### config.mk
export PLATFORM = sky130hd
export DESIGN_NAME = recovery_controller_flat
export DESIGN_NICKNAME = d
export VERILOG_FILES = /design/src/rtl/recovery_controller_if.sv /design/src/rtl/recovery_controller.sv /design/src/flat_wrapper.sv
export SDC_FILE = /design/constraint.sdc
export NUM_CORES = 1
export LEC_CHECK = 0
export ABC_AREA = 1
export BUFFER_PORTS_ARGS = -buffer_cell sky130_fd_sc_hd__buf_2
export CAP_MARGIN = 30
export CORE_ASPECT_RATIO = 0.75
export CORE_MARGIN = 10
export CORE_UTILIZATION = 33
export CTS_CLUSTER_DIAMETER = 200
export CTS_CLUSTER_SIZE = 20
export DETAILED_ROUTE_END_ITERATION = 6
export HOLD_SLACK_MARGIN = 0.12
export PLACE_DENSITY = 0.82
export RECOVER_POWER = 100
export SLEW_MARGIN = 10
export SYNTH_ARGS = -nofsm -noshare
export SYNTH_HDL_FRONTEND = slang
export SYNTH_SLANG_ARGS = --single-unit
### constraint.sdc
create_clock -name clk -period 1.4 [get_ports clk]
set_input_delay 0.07 -clock clk [delete_from_list [all_inputs] [get_ports clk]]
set_output_delay 0.07 -clock clk [all_outputs]
set_load 0.02 [all_outputs]
### src/rtl/recovery_controller_if.sv
// recovery_controller_if: request, register-file and recovery-register signals of the recovery controller
interface recovery_controller_if #(parameter int DW = 32);
   logic          ckpt_req;
   logic          rb_req;
   logic [4:0]    rf_ra;
   logic [DW-1:0] rf_rd;
   logic          rec_we;
   logic [31:0]   rec_a;
   logic [DW-1:0] rec_wd;
   logic [DW-1:0] rec_rd;
   logic          rf_we;
   logic [4:0]    rf_wa;
   logic [DW-1:0] rf_wd;
   logic          stall;
   logic          busy;
   logic          done;
   logic          err;
   logic          ckpt_valid;
   modport slave (
      input  ckpt_req, rb_req, rf_rd, rec_rd,
      output rf_ra, rec_we, rec_a, rec_wd, rf_we, rf_wa, rf_wd, stall, busy, done, err, ckpt_valid
   );
   modport master (
      output ckpt_req, rb_req, rf_rd, rec_rd,
      input  rf_ra, rec_we, rec_a, rec_wd, rf_we, rf_wa, rf_wd, stall, busy, done, err, ckpt_valid
   );
endinterface

### src/rtl/recovery_controller.sv
// recovery_controller: checkpoints the voted RF into the recovery register and rolls it back into all replicas.
// Optional RECOVERY_VERIFY_EN adds a read-back VERIFY pass after each rollback.
module recovery_controller #(
   parameter int DW   = 32,
   parameter int NREG = 32
) (
   input logic                  clk,
   input logic                  rst_in,
   recovery_controller_if.slave bus
);
`ifdef RECOVERY_VERIFY_EN
   typedef enum logic [1:0] {IDLE, SAVE, RESTORE, VERIFY} state_t;
`else
   typedef enum logic [1:0] {IDLE, SAVE, RESTORE} state_t;
`endif
   localparam logic [4:0] LAST = 5'(NREG - 1);
   state_t     r_state, w_state;
   logic [4:0] r_idx, w_idx;
   logic       r_valid, w_valid;
   logic       r_done, w_done;
   logic       r_err, w_err;
   logic       w_save, w_rest, w_ver;
`ifdef RECOVERY_VERIFY_EN
   logic       r_vfail, w_vfail;
`endif
   always_ff @(posedge clk or negedge rst_in) begin
      if (!rst_in) begin
         r_state <= IDLE;
         r_idx   <= '0;
         r_valid <= 1'b0;
         r_done  <= 1'b0;
         r_err   <= 1'b0;
`ifdef RECOVERY_VERIFY_EN
         r_vfail <= 1'b0;
`endif
      end else begin
         r_state <= w_state;
         r_idx   <= w_idx;
         r_valid <= w_valid;
         r_done  <= w_done;
         r_err   <= w_err;
`ifdef RECOVERY_VERIFY_EN
         r_vfail <= w_vfail;
`endif
      end
   end
   always_comb begin
      w_state = r_state;
      w_idx   = r_idx;
      w_valid = r_valid;
      w_done  = 1'b0;
      w_err   = 1'b0;
`ifdef RECOVERY_VERIFY_EN
      w_vfail = r_vfail;
`endif
      case (r_state)
         IDLE: begin
            if (bus.rb_req) begin
               w_state = r_valid ? RESTORE : IDLE;
               w_err   = !r_valid;
               w_idx   = '0;
            end else if (bus.ckpt_req) begin
               w_state = SAVE;
               w_idx   = '0;
               w_valid = 1'b0;
            end
         end
         SAVE: begin
            if (bus.rb_req) begin
               w_state = IDLE;
               w_idx   = '0;
               w_err   = 1'b1;
            end else if (r_idx == LAST) begin
               w_state = IDLE;
               w_idx   = '0;
               w_valid = 1'b1;
               w_done  = 1'b1;
            end else
               w_idx = r_idx + 5'd1;
         end
         RESTORE: begin
            if (r_idx == LAST) begin
               w_idx = '0;
`ifdef RECOVERY_VERIFY_EN
               w_state = VERIFY;
               w_vfail = 1'b0;
`else
               w_state = IDLE;
               w_done  = 1'b1;
`endif
            end else
               w_idx = r_idx + 5'd1;
         end
`ifdef RECOVERY_VERIFY_EN
         VERIFY: begin
            // x0 is hardwired in the replicas, so its contents are not compared
            w_vfail = r_vfail | ((r_idx != 5'd0) && (bus.rf_rd != bus.rec_rd));
            if (r_idx == LAST) begin
               w_state = IDLE;
               w_idx   = '0;
               w_done  = 1'b1;
               w_err   = w_vfail;
            end else
               w_idx = r_idx + 5'd1;
         end
`endif
         default: w_state = IDLE;
      endcase
   end
   assign w_save = (r_state == SAVE);
   assign w_rest = (r_state == RESTORE);
`ifdef RECOVERY_VERIFY_EN
   assign w_ver = (r_state == VERIFY);
`else
   assign w_ver = 1'b0;
`endif
   assign bus.rf_ra      = (w_save | w_ver) ? r_idx : 5'd0;
   assign bus.rec_we     = w_save;
   assign bus.rec_a      = (w_save | w_rest | w_ver) ? {27'd0, r_idx} : 32'd0;
   assign bus.rec_wd     = w_save ? bus.rf_rd : {DW{1'b0}};
   assign bus.rf_we      = w_rest && (r_idx != 5'd0);
   assign bus.rf_wa      = w_rest ? r_idx : 5'd0;
   assign bus.rf_wd      = w_rest ? bus.rec_rd : {DW{1'b0}};
   assign bus.busy       = (r_state != IDLE);
   assign bus.stall      = bus.busy;
   assign bus.done       = r_done;
   assign bus.err        = r_err;
   assign bus.ckpt_valid = r_valid;
endmodule

### src/flat_wrapper.sv
// flat-port wrapper written by rule: the top's interface ports become plain ports
module recovery_controller_flat 
#(
   parameter int DW   = 32,
   parameter int NREG = 32
)
  (clk, rst_in, bus_ckpt_req, bus_rb_req, bus_rf_rd, bus_rec_rd, bus_rf_ra, bus_rec_we, bus_rec_a, bus_rec_wd, bus_rf_we, bus_rf_wa, bus_rf_wd, bus_stall, bus_busy, bus_done, bus_err, bus_ckpt_valid);
  recovery_controller_if #(.DW(DW)) bus_i ();
  input logic clk;
  input logic rst_in;
  input wire logic [$bits(bus_i.ckpt_req)-1:0] bus_ckpt_req;
  input wire logic [$bits(bus_i.rb_req)-1:0] bus_rb_req;
  input wire logic [$bits(bus_i.rf_rd)-1:0] bus_rf_rd;
  input wire logic [$bits(bus_i.rec_rd)-1:0] bus_rec_rd;
  output wire logic [$bits(bus_i.rf_ra)-1:0] bus_rf_ra;
  output wire logic [$bits(bus_i.rec_we)-1:0] bus_rec_we;
  output wire logic [$bits(bus_i.rec_a)-1:0] bus_rec_a;
  output wire logic [$bits(bus_i.rec_wd)-1:0] bus_rec_wd;
  output wire logic [$bits(bus_i.rf_we)-1:0] bus_rf_we;
  output wire logic [$bits(bus_i.rf_wa)-1:0] bus_rf_wa;
  output wire logic [$bits(bus_i.rf_wd)-1:0] bus_rf_wd;
  output wire logic [$bits(bus_i.stall)-1:0] bus_stall;
  output wire logic [$bits(bus_i.busy)-1:0] bus_busy;
  output wire logic [$bits(bus_i.done)-1:0] bus_done;
  output wire logic [$bits(bus_i.err)-1:0] bus_err;
  output wire logic [$bits(bus_i.ckpt_valid)-1:0] bus_ckpt_valid;
  assign bus_i.ckpt_req = bus_ckpt_req;
  assign bus_i.rb_req = bus_rb_req;
  assign bus_i.rf_rd = bus_rf_rd;
  assign bus_i.rec_rd = bus_rec_rd;
  assign bus_rf_ra = bus_i.rf_ra;
  assign bus_rec_we = bus_i.rec_we;
  assign bus_rec_a = bus_i.rec_a;
  assign bus_rec_wd = bus_i.rec_wd;
  assign bus_rf_we = bus_i.rf_we;
  assign bus_rf_wa = bus_i.rf_wa;
  assign bus_rf_wd = bus_i.rf_wd;
  assign bus_stall = bus_i.stall;
  assign bus_busy = bus_i.busy;
  assign bus_done = bus_i.done;
  assign bus_err = bus_i.err;
  assign bus_ckpt_valid = bus_i.ckpt_valid;
  recovery_controller #(.DW(DW), .NREG(NREG)) u_core (.clk(clk), .rst_in(rst_in), .bus(bus_i));
endmodule
==> results summary <==
The number of flops mapped to enable cells by yosys came out at 0. CTS built an H-tree with a depth of 1. The startpoint identified for the worst register-to-register timing path is u_core.r_state[0]. In the final layout, the share of cells above drive strength 1 is 0.6790. Detailed placement ended at an HPWL of 5.990 mm. The leftover overflow at the end of global routing came out at 0. The post-synthesis instance area came out at 0.001814 mm^2.

The number of storage elements in the synthesis netlist came out at 10. After detailed routing, the total wire length is 8.383 mm. The slowest stage of the critical path is the dfrtp_2 cell.

In this run, the number of DRC markers left after iteration 0 of detailed routing was 92. The overall fraction of global-route tracks in use came out at 0.1542. The smallest clock period supported by the final layout is computed as 1.522 ns. The number of cell rows came out at 23. The clock sink total is 10. The clock passes through at most 2 buffers. Across the VDD grid, the largest voltage drop is 0.6810 mV. The checks that failed: negative setup slack.

Before antenna repair, the detailed router went through 4 iterations. The post-synthesis instance total is 285. The run finished, with violations left. The number of clock buffers added by TritonCTS is 3. The average wire length per cell after detail routing came out at 15.61 um. The category of the critical setup timing path is register to output pin.

After detailed routing, the met2 layer carries 4.392 mm of wire. The growth of design area from synthesis to finish came out at 93.93%. The number of antenna violations at the first check in global routing came out at 1. The number of max-slew violations in the final report came out at 0. The worst slew margin relative to its limit is 0.5882.

Setup repair after global routing could not meet its margin everywhere. Fill cells in the final layout number 434. TritonCTS built the clock tree. 181 I/O pins were placed. For this design the static power due to leakage is 2.448 nW. The maximum frequency from static timing analysis came out at 0.6572 GHz. Setup violations remaining at the end of the flow were counted as 86. After synthesis, the share of flip-flops with an asynchronous set or reset is 1.000. The detailed-route wire length on metal 1 is 3.135 mm. The buffers plus inverters on the worst setup path is 4. Routed signal wires occupy layers up through met4. The measured slew at the worst slew-check pin came out at 0.6177 ns. The number of library cell types mapped by synthesis is 20. The synthesized area per cell is 6.366 um^2.

The net count of the finished layout is 538. The area inside the core boundary is 0.005324 mm^2. Traced cell by cell, the critical path runs through buf_6 > ha_4 > clkbuf_16 > nand2_1 > inv_1 > buf_4. The die is 105.6 um wide. The timing startpoint of the critical path is u_core.r_state[1]. The required arrival time at the worst endpoint came out at 1.33 ns.

The total number of vias is 2227. The number of global-route vias before repair came to 2327. The hold violation total from the final report is 0. The final hold slack is 0.2316 ns.

The post-route antenna net violation count is 0. The power density relative to cell area is 1579 mW/mm^2. The startpoint kind of the worst setup timing path is a register. The capturing element type of the critical path is an output pin. In this design, the largest share of critical-path delay is due to buffers and inverters.

The last weighted congestion value of the routability-driven placer is 0.8659. The largest incremental delay on the critical path is 0.44 ns. The area of combinational cells with multiple inputs is 0.001176 mm^2. The startpoint of the tightest hold check path is bus_ckpt_req. The die covers 0.008894 mm^2. In this run the worst path has a maximum fanout of 18.

The total power of the final layout came out at 5.555 mW. The Yosys step of the flow raised 0 warnings. The number of maximum-capacitance violations is 0.

The setup clock skew after layout is 0.0003271 ns. Among all flip-flop cells after synthesis, the most frequent one is dfrtp_1. The register area share after synthesis is 0.1379. The count of buffers added on input and output ports is 153. At the worst endpoint, the arrival time is 1.45 ns.

The clock root buffer master is clkbuf_8. The clock latency of the later-clocked register in the worst-skew pair came out at 0.24 ns. In the routed design, unresolved DRC markers number 0. The share of the clock period used by the worst path is 1.087.

The vertical extent of the die came out at 84.21 um. The final instance count without filler cells came out at 537. The post-CTS clock slew at the launch and capture registers of the worst setup and hold paths is 0.05 ns.

The class of the most critical hold timing path is input pin to register. In the detailed route, the total length drawn on met3 is 768 um. The initial utilization of the core area, before any placement, comes to 0.3408. The ratio of routed vias to standard cells is 4.147. The placement-stage worst setup slack came out at 0.03932 ns.

The slack of the critical path came out at -0.1216 ns. The instance count after placement with tap cells included came out at 512. The largest net degree at the start of global routing came out at 37.

The area taken by flip-flops and latches came out at 251.5 um^2. The wire length of the first global-routing pass came out at 11.76 mm.
## worst reg2reg max path: stages, from the launching register on
cell and delay (ns):
dfrtp_1 0.41, buf_6 0.13, ha_4 0.17, buf_6 0.13
buf_6 0.12, nand2_4 0.06, nand2_4 0.07, nand2_4 0.09
nor2_4 0.04, nand2_1 0.06, nand2_1 0.05
## synth_stat cells, types with 2 or more instances
master   instances  area [um^2]
buf_12           3        60.06
inv_1           61        229.0
inv_2           35        131.4
nand3_1          6        30.03
nor2_1           3        11.26
nand2_4         32        360.4
buf_2            2        10.01
dfrtp_1         10        250.2
nand2_1         78        292.8
ha_1             8        100.1
nand2_2          3        18.77
buf_4           32        240.2
nand4_1          2        12.51
nor2_2           3        18.77
a21oi_1          2        10.01
## state kept, by name, summed over array words and instances (netlist names)
name	cells
u_core.r_state	2
u_core.bus.done	1
u_core.r_idx	5
u_core.bus.err	1
u_core.bus.ckpt_valid	1
## power by group
| part | switching (mW) | internal [mW] |
|---|---|---|
| combinational | 2.61 | 2.16 |
| sequential | 0.0558 | 0.351 |
| clock | 0.121 | 0.248 |
## stage by stage
step	setup TNS (ns)	util	cell area, um^2
floorplan	0	-	1912
global placement	0	0.4851	2582
detailed placement	0	0.4851	2582
CTS	-7.146	0.5575	2968
global route	-11.46	0.6609	3518
finish	-7.287	0.6609	3518
## final cells by class
class | instances | area share
timing repair buffer | 184 | 0.4467
multi-input combinational | 167 | 0.3343
inverter | 96 | 0.1046
sequential | 10 | 0.07148
tap | 75 | 0.02667
clock buffer | 4 | 0.01565
antenna | 1 | 0.0007112
## worst paths after layout
check,cells after the start,to,slack [ns]
worst max-delay path,6,bus_rf_wd[18],-0.12
worst min-delay path,6,u_core.r_state[0],0.23
worst min register to register,1,u_core.bus.err,0.52
worst max register to register,10,u_core.r_idx[4],-0.04
max in group asynchronous,2,u_core.r_state[1],0.61
min in group asynchronous,2,u_core.r_idx[2],0.36
## metal layers
layer  vias to the layer above  global-route usage
met5                         -                   0
met4                         0             0.02822
met3                         8             0.04962
met2                       131              0.2888
met1                      1012              0.1670
li1                       1076                   -
## cell families after synthesis
group                      Yosys count  synth area share
buffers and inverters              134            0.3759
and+or+nand+nor                    128            0.4172
DFF                                 10            0.1379
adders and majority gates            8           0.05517
AOI/OAI and AO/OA                    4           0.01172
other                                1          0.002067
## cell usage in the layout (no fill, tap or decap)
cell and n:
a21oi_1 2, a31oi_4 1, buf_12 6, buf_2 69, buf_4 31, buf_6 70
clkbuf_1 4, clkbuf_16 2, clkbuf_8 4, conb_1 27, dfrtp_1 9, dfrtp_2 1
diode_2 1, dlygate4sd3_1 2, ha_1 2, ha_2 2, ha_4 4, inv_1 35
inv_2 58, inv_4 3, nand2_1 58, nand2_2 14, nand2_4 41, nand3_1 4
nand3_2 2, nand4_1 2, nand4_4 1, nor2_1 2, nor2_2 2, nor2_4 2
o21ai_1 1
## repair_timing
item,4_1_cts,5_1_grt
buffers inserted,6,10
gates cloned,1,2
gates resized for setup,77,154
pin swaps,3,19
hold buffers,2,0
endpoints found under the setup margin,82,90
hold endpoints to repair,11,0
No activity file was read; power rests on OpenSTA's default activity.
